===== src/rtl/athos_ip_pkg.sv =====
// athos_ip_pkg: shared widths, packer state encoding and pad constants for the ATHOS input stage
package athos_ip_pkg;
  localparam int ATHOS_STATE_W = 1600;
  localparam int ATHOS_WORD_W = 32;
  localparam int ATHOS_NUM_WORDS = ATHOS_STATE_W / ATHOS_WORD_W;
  localparam logic [7:0] ATHOS_PAD_LAST_BYTE = 8'h80;
  typedef enum logic [1:0] {PK_FILL, PK_PAD, PK_FULL} packer_state_e;
endpackage


===== src/rtl/athos_ip_din_packer_if.sv =====
// athos_ip_din_packer_if: word-write and block-handoff signals between software-facing writer and packer
interface athos_ip_din_packer_if;
  import athos_ip_pkg::*;
  logic clear;
  logic [5:0] rate;
  logic [7:0] domain;
  logic [ATHOS_WORD_W-1:0] word;
  logic word_we;
  logic word_last;
  logic [2:0] word_nbytes;
  logic word_ready;
  logic [ATHOS_STATE_W-1:0] block;
  logic block_valid;
  logic block_ready;
  logic msg_done;
  logic [15:0] block_cnt;
  modport master (
    output clear, rate, domain, word, word_we, word_last, word_nbytes, block_ready,
    input word_ready, block, block_valid, msg_done, block_cnt
  );
  modport slave (
    input clear, rate, domain, word, word_we, word_last, word_nbytes, block_ready,
    output word_ready, block, block_valid, msg_done, block_cnt
  );
endinterface


===== src/rtl/athos_ip_pad_word.sv =====
// athos_ip_pad_word: masks trailing bytes of a last word, optionally drops the domain byte after the data and sets the final 0x80 bit
module athos_ip_pad_word
  import athos_ip_pkg::*;
(
  input  logic [ATHOS_WORD_W-1:0] word,
  input  logic [2:0]              nbytes,
  input  logic [7:0]              domain,
  input  logic                    is_last,
  input  logic                    pad_en,
  input  logic                    set_msb,
  output logic [ATHOS_WORD_W-1:0] padded
);
  // byte b survives unless the word is last and b is past the data; the first byte past the data may carry the domain
  always_comb begin
    padded = '0;
    for (int b = 0; b < 4; b++)
      padded[8*b +: 8] = (!is_last || 3'(b) < nbytes) ? word[8*b +: 8] :
                         (pad_en && 3'(b) == nbytes) ? domain : 8'h00;
    if (set_msb) padded[31:24] = padded[31:24] | ATHOS_PAD_LAST_BYTE;
  end
endmodule


===== src/rtl/athos_ip_din_packer.sv =====
// athos_ip_din_packer: packs 32-bit words into a 1600-bit Keccak block; hardware pad10*1 when ATHOS_DIN_PAD_EN is defined
module athos_ip_din_packer
  import athos_ip_pkg::*;
(
  input logic clk,
  input logic rst_n,
  athos_ip_din_packer_if.slave bus
);
  localparam logic [1:0] S_FILL = 2'(PK_FILL);
  localparam logic [1:0] S_PAD = 2'(PK_PAD);
  localparam logic [1:0] S_FULL = 2'(PK_FULL);
  logic [1:0] state;
  logic [ATHOS_STATE_W-1:0] blk;
  logic [5:0] ptr, rate_q, rate_eff, r;
  logic [7:0] dom_q, d;
  logic pad_pending, final_q;
  logic [15:0] cnt;
  logic acc, hs, pad_en, last_full, wrap, set_msb;
  logic [10:0] base, nbase, mbase;
  logic [ATHOS_WORD_W-1:0] pw;
`ifdef ATHOS_DIN_PAD_EN
  assign pad_en = 1'b1;
`else
  assign pad_en = 1'b0;
`endif
  // rate/domain come from the bus on the first word of a block, otherwise from the values held for that block
  always_comb begin
    rate_eff = (bus.rate == 6'd0 || bus.rate > 6'(ATHOS_NUM_WORDS)) ? 6'(ATHOS_NUM_WORDS) : bus.rate;
    r = (state == S_FILL && ptr == 6'd0) ? rate_eff : rate_q;
    d = (state == S_FILL && ptr == 6'd0) ? bus.domain : dom_q;
    acc = state == S_FILL && bus.word_we;
    hs = state == S_FULL && bus.block_ready;
    last_full = bus.word_nbytes >= 3'd4;
    wrap = ptr + 6'd1 == r;
    set_msb = pad_en && bus.word_last && !last_full && wrap;
    base = {ptr, 5'd0};
    nbase = base + 11'd32;
    mbase = {r - 6'd1, 5'd0};
  end
  athos_ip_pad_word u_pad (
    .word(bus.word),
    .nbytes(bus.word_nbytes),
    .domain(d),
    .is_last(bus.word_last),
    .pad_en(pad_en),
    .set_msb(set_msb),
    .padded(pw)
  );
  // fill / pad / full sequencing with clear overriding any write or handshake
  always_ff @(posedge clk or negedge rst_n)
    if (!rst_n) begin
      state <= S_FILL;
      blk <= '0;
      ptr <= '0;
      rate_q <= 6'(ATHOS_NUM_WORDS);
      dom_q <= '0;
      pad_pending <= 1'b0;
      final_q <= 1'b0;
      cnt <= '0;
    end else if (bus.clear) begin
      state <= S_FILL;
      blk <= '0;
      ptr <= '0;
      rate_q <= 6'(ATHOS_NUM_WORDS);
      dom_q <= '0;
      pad_pending <= 1'b0;
      final_q <= 1'b0;
      cnt <= '0;
    end else if (acc) begin
      blk[base +: 32] <= pw;
      ptr <= ptr + 6'd1;
      if (ptr == 6'd0) begin
        rate_q <= r;
        dom_q <= d;
      end
      if (bus.word_last && pad_en) begin
        if (last_full && wrap) pad_pending <= 1'b1;
        else begin
          blk[mbase + 11'd31] <= 1'b1;
          if (last_full) blk[nbase +: 8] <= d;
        end
      end
      final_q <= bus.word_last && !(pad_en && last_full && wrap);
      if (bus.word_last || wrap) state <= S_FULL;
    end else if (hs) begin
      blk <= '0;
      ptr <= '0;
      cnt <= cnt + 16'd1;
      final_q <= 1'b0;
      state <= pad_pending ? S_PAD : S_FILL;
    end else if (state == S_PAD) begin
      blk[7:0] <= dom_q;
      blk[mbase + 11'd31] <= 1'b1;
      pad_pending <= 1'b0;
      final_q <= 1'b1;
      state <= S_FULL;
    end
  assign bus.word_ready = state == S_FILL;
  assign bus.block_valid = state == S_FULL;
  assign bus.block = blk;
  assign bus.msg_done = hs && final_q && !bus.clear;
  assign bus.block_cnt = cnt;
endmodule


===== src/flat_wrapper.sv =====
// flat-port wrapper written by rule: the top's interface ports become plain ports
module athos_ip_din_packer_flat import athos_ip_pkg::*;
  (clk, rst_n, bus_clear, bus_rate, bus_domain, bus_word, bus_word_we, bus_word_last, bus_word_nbytes, bus_block_ready, bus_word_ready, bus_block, bus_block_valid, bus_msg_done, bus_block_cnt);
  athos_ip_din_packer_if bus_i ();
  input logic clk;
  input logic rst_n;
  input wire logic [$bits(bus_i.clear)-1:0] bus_clear;
  input wire logic [$bits(bus_i.rate)-1:0] bus_rate;
  input wire logic [$bits(bus_i.domain)-1:0] bus_domain;
  input wire logic [$bits(bus_i.word)-1:0] bus_word;
  input wire logic [$bits(bus_i.word_we)-1:0] bus_word_we;
  input wire logic [$bits(bus_i.word_last)-1:0] bus_word_last;
  input wire logic [$bits(bus_i.word_nbytes)-1:0] bus_word_nbytes;
  input wire logic [$bits(bus_i.block_ready)-1:0] bus_block_ready;
  output wire logic [$bits(bus_i.word_ready)-1:0] bus_word_ready;
  output wire logic [$bits(bus_i.block)-1:0] bus_block;
  output wire logic [$bits(bus_i.block_valid)-1:0] bus_block_valid;
  output wire logic [$bits(bus_i.msg_done)-1:0] bus_msg_done;
  output wire logic [$bits(bus_i.block_cnt)-1:0] bus_block_cnt;
  assign bus_i.clear = bus_clear;
  assign bus_i.rate = bus_rate;
  assign bus_i.domain = bus_domain;
  assign bus_i.word = bus_word;
  assign bus_i.word_we = bus_word_we;
  assign bus_i.word_last = bus_word_last;
  assign bus_i.word_nbytes = bus_word_nbytes;
  assign bus_i.block_ready = bus_block_ready;
  assign bus_word_ready = bus_i.word_ready;
  assign bus_block = bus_i.block;
  assign bus_block_valid = bus_i.block_valid;
  assign bus_msg_done = bus_i.msg_done;
  assign bus_block_cnt = bus_i.block_cnt;
  athos_ip_din_packer u_core (.clk(clk), .rst_n(rst_n), .bus(bus_i));
endmodule

===== config.mk =====
export PLATFORM = sky130hd
export DESIGN_NAME = athos_ip_din_packer_flat
export DESIGN_NICKNAME = d
export VERILOG_FILES = /design/src/rtl/athos_ip_pkg.sv /design/src/rtl/athos_ip_din_packer_if.sv /design/src/rtl/athos_ip_pad_word.sv /design/src/rtl/athos_ip_din_packer.sv /design/src/flat_wrapper.sv
export SDC_FILE = /design/constraint.sdc
export NUM_CORES = 2
export LEC_CHECK = 0
export CAP_MARGIN = 40
export CORE_AREA = 2 2 646 648
export CTS_BUF_LIST = sky130_fd_sc_hd__clkbuf_16
export CTS_CLUSTER_SIZE = 30
export DETAILED_ROUTE_END_ITERATION = 6
export DIE_AREA = 0 0 648 650
export PLACE_DENSITY_LB_ADDON = 0.3
export SLEW_MARGIN = 20
export SYNTH_ARGS = -nofsm -noshare
export SYNTH_HDL_FRONTEND = slang
export SYNTH_SLANG_ARGS = --single-unit

===== constraint.sdc =====
create_clock -name clk -period 3.5 [get_ports clk]
set_clock_uncertainty 0.05 [all_clocks]
set_input_delay 0.35 -clock clk [delete_from_list [all_inputs] [get_ports clk]]
set_output_delay 0.35 -clock clk [all_outputs]
set_load 0.1 [all_outputs]

==> metrics <==
Worst-Skew Late Latency=0.93 ns; CTS H-tree depth=4; arrival time of the worst setup path=4.11 ns; Via Count=58853; Critical Path RT=4.24 ns; FF+latch count, synth=1630; DRT Pass-1 Iters=7; initial antenna violation count=72; Post-Route WL=439.8 mm; # fillers=39907; Final GP Congestion=0.8341; vias in the first global route=62449; fmax=297.0 MHz; first-pass GRT wire length=580.2 mm; CTS clk-pin slew, worst paths=0.06 ns; initial DRC count=4739; CP startpoint=u_core.ptr[3]; Gate Count Post-Synth=4438; Final Power=45.85 mW; postcts setup bufs=0; Max transition margin=0.3131; TritonCTS clock tree=built; row count=237; Max Buffers Root-to-Sink=4; RSZ-0062 raised after global routing=false; Synthesized Nets=4496; CP endpoint kind=flip-flop; Clock Tree Root=clkbuf_16; Lkg Pwr=54.34 nW; Post-Layout Cell Count=13426; outcome=finished, final reports clean; WS Path Type=reg2reg; routed len/inst=32.76 microns; post-DR vias/cell=4.384; MaxCap Viol Count=0; antenna-violating nets left=0; IO buf count=1665; Post-Place Cells=13023; post-route minimum period=3.367 ns; Synth Cell Area=60340 sq um; Yosys warning total=0; CP Launch Type=flip-flop; effective utilization at floorplan=0.1455; Core ar.=414900 sq um; clock sink total=1630; area of the die=421200 sq um; endpoints failing setup=0; largest net degree at the start of global routing=115; Fin Setup TNS=0 ns; ys flop type=dfrtp_1; Peak VDD IR=0.0005109 V; critical path fanouts, max=31; most frequent cells in the layout=dfrtp_1 (1627), clkdlybuf4s50_1 (1435), a22o_1 (915); P per Cell Area=361.7 nW/um^2; dpl hpwl=339.0 mm; I/O pins=1674; Final Hold Fails=0; total gr overflow=0; RR Startpoint=u_core.ptr[3]; Least-Margin Pin Slew=1.030 ns; Remaining DRCs=0; Post-synth EDFFs=0; die extent in x=648 microns; Worst Hold Class=in2async; fin nets=7791; sequential share of the synthesized area=0.6760; ys async rst share=1.000; Num CTS Buffers=197; gr usage total=0.2016; layout cells sized above 1=0.3376; Slew Viols, Final=0; Distinct cells, synth=75; post-synthesis average cell area=13.60 sq um; Tcrit/Tclk final=0.9621; height of the die=650 microns; Layout area overhead=110.0%; most common cell after layout, fill and taps aside=dfrtp_1; Util after Layout=0.3055
-- where the power goes --
part | switching (mW) | internal (mW)
clock | 9.23 | 13.0
combinational | 3.51 | 1.15
sequential | 0.0359 | 18.9
total | 12.8 | 33.1
-- path summary, 6_finish.rpt --
path | endpoint | slack, ns | depth (start not counted)
min in group clk | u_core.rate_q[1] | 0.12 | 2
worst max register to register | u_core.bus.block[1254] | 0.13 | 9
worst min register to register | u_core.bus.block[807] | 0.43 | 2
max in group asynchronous | u_core.bus.block[506] | 1.84 | 4
worst max-delay path | u_core.bus.block[1254] | 0.13 | 9
worst min-delay path | u_core.bus.block[793] | 0.10 | 2
-- cells in the mapped netlist, types with 4 or more instances --
cell,number,share of area
clkbuf_1,323,0.020
nand2_1,254,0.016
buf_2,133,0.011
a211oi_2,7,0.0015
and2_1,20,0.0021
xnor2_1,8,0.0012
nor3_2,12,0.0020
buf_1,9,0.00056
buf_4,10,0.0012
a31oi_1,11,0.0011
o31ai_1,10,0.0012
nand2b_1,5,0.00052
o2bb2ai_1,467,0.068
nor3_1,17,0.0014
nor4_1,7,0.00073
or3_1,6,0.00062
nor2_2,8,0.00083
a32o_1,57,0.0095
o21ai_0,130,0.011
nand4_1,7,0.00073
nor3_4,4,0.0011
nor2_1,144,0.0090
a21oi_1,55,0.0046
inv_1,6,0.00037
a22o_1,915,0.13
mux2i_1,19,0.0032
and3_1,7,0.00073
a211oi_4,4,0.0013
dfrtp_1,1627,0.67
a21o_1,6,0.00075
and2_0,4,0.00041
xor2_1,14,0.0020
nand3_1,58,0.0048
-- timing repair --
item | 4_1_cts | 5_1_grt
endpoints found under the hold margin | 384 | 0
hold buffers | 6 | 0
gates resized for setup | 1 | 0
endpoints found under the setup margin | 1 | 0
-- layout make-up --
type                            instances  area (sq um)  area share
Clock buffer                          198          4955     0.03909
Sequential cell                      1630         40790      0.3218
Inverter                                6         22.52   0.0001777
Multi-Input combinational cell       2324         18740      0.1478
Timing Repair Buffer                 3574         53400      0.4213
Tap cell                             5497          6878     0.05426
Antenna cell                           34         85.08   0.0006712
Clock inverter                        163          1879     0.01483
-- layer usage --
| layer | share of wire | vias up | global-route usage |
|---|---|---|---|
| li1 | - | 23374 | - |
| met1 | 0.41 | 30948 | 0.2528 |
| met2 | 0.46 | 3529 | 0.3222 |
| met3 | 0.070 | 984 | 0.04794 |
| met4 | 0.057 | 18 | 0.1013 |
| met5 | 0.00024 | - | 0 |
-- kinds of logic after synthesis --
family	after synthesis	share of synthesized area
buf+inv	484	0.03386
fa+ha+maj	3	0.0006221
flops	1630	0.6760
mux	19	0.003152
compound gates	1692	0.2355
xor+xnor	26	0.004645
simple gates	584	0.04618
-- per-stage QoR --
stage | worst slack [ns] | instance area (sq um) | hold WS (ns)
after floorplan | 0.5043 | 60350 | 0.004409
after global placement | -0.3276 | 87550 | 0.2899
after detailed placement | 0.06085 | 119700 | 0.2705
after CTS | 0.1259 | 126600 | 0.01918
after global routing | 0.04116 | 126700 | 0.07614
final | 0.1327 | 126800 | 0.1006
-- critical path: stages, from the launching register on --
cell       delay [ns]
dfrtp_1          0.49
buf_12           0.21
nor2_1           0.26
nand3b_2         0.22
and2_2           0.41
buf_4            0.26
a211oi_4         0.52
nand2_2          0.09
buf_4            0.28
o2bb2ai_1        0.35
-- sequential cells by signal, summed over array words and instances (netlist names) --
name	cells
u_core.state	1
u_core.ptr	6
u_core.rate_q	6
u_core.bus.block_cnt	16
u_core.final_q	1
u_core.bus.block	1600
Note: power is estimated with default switching activity, not from simulation.
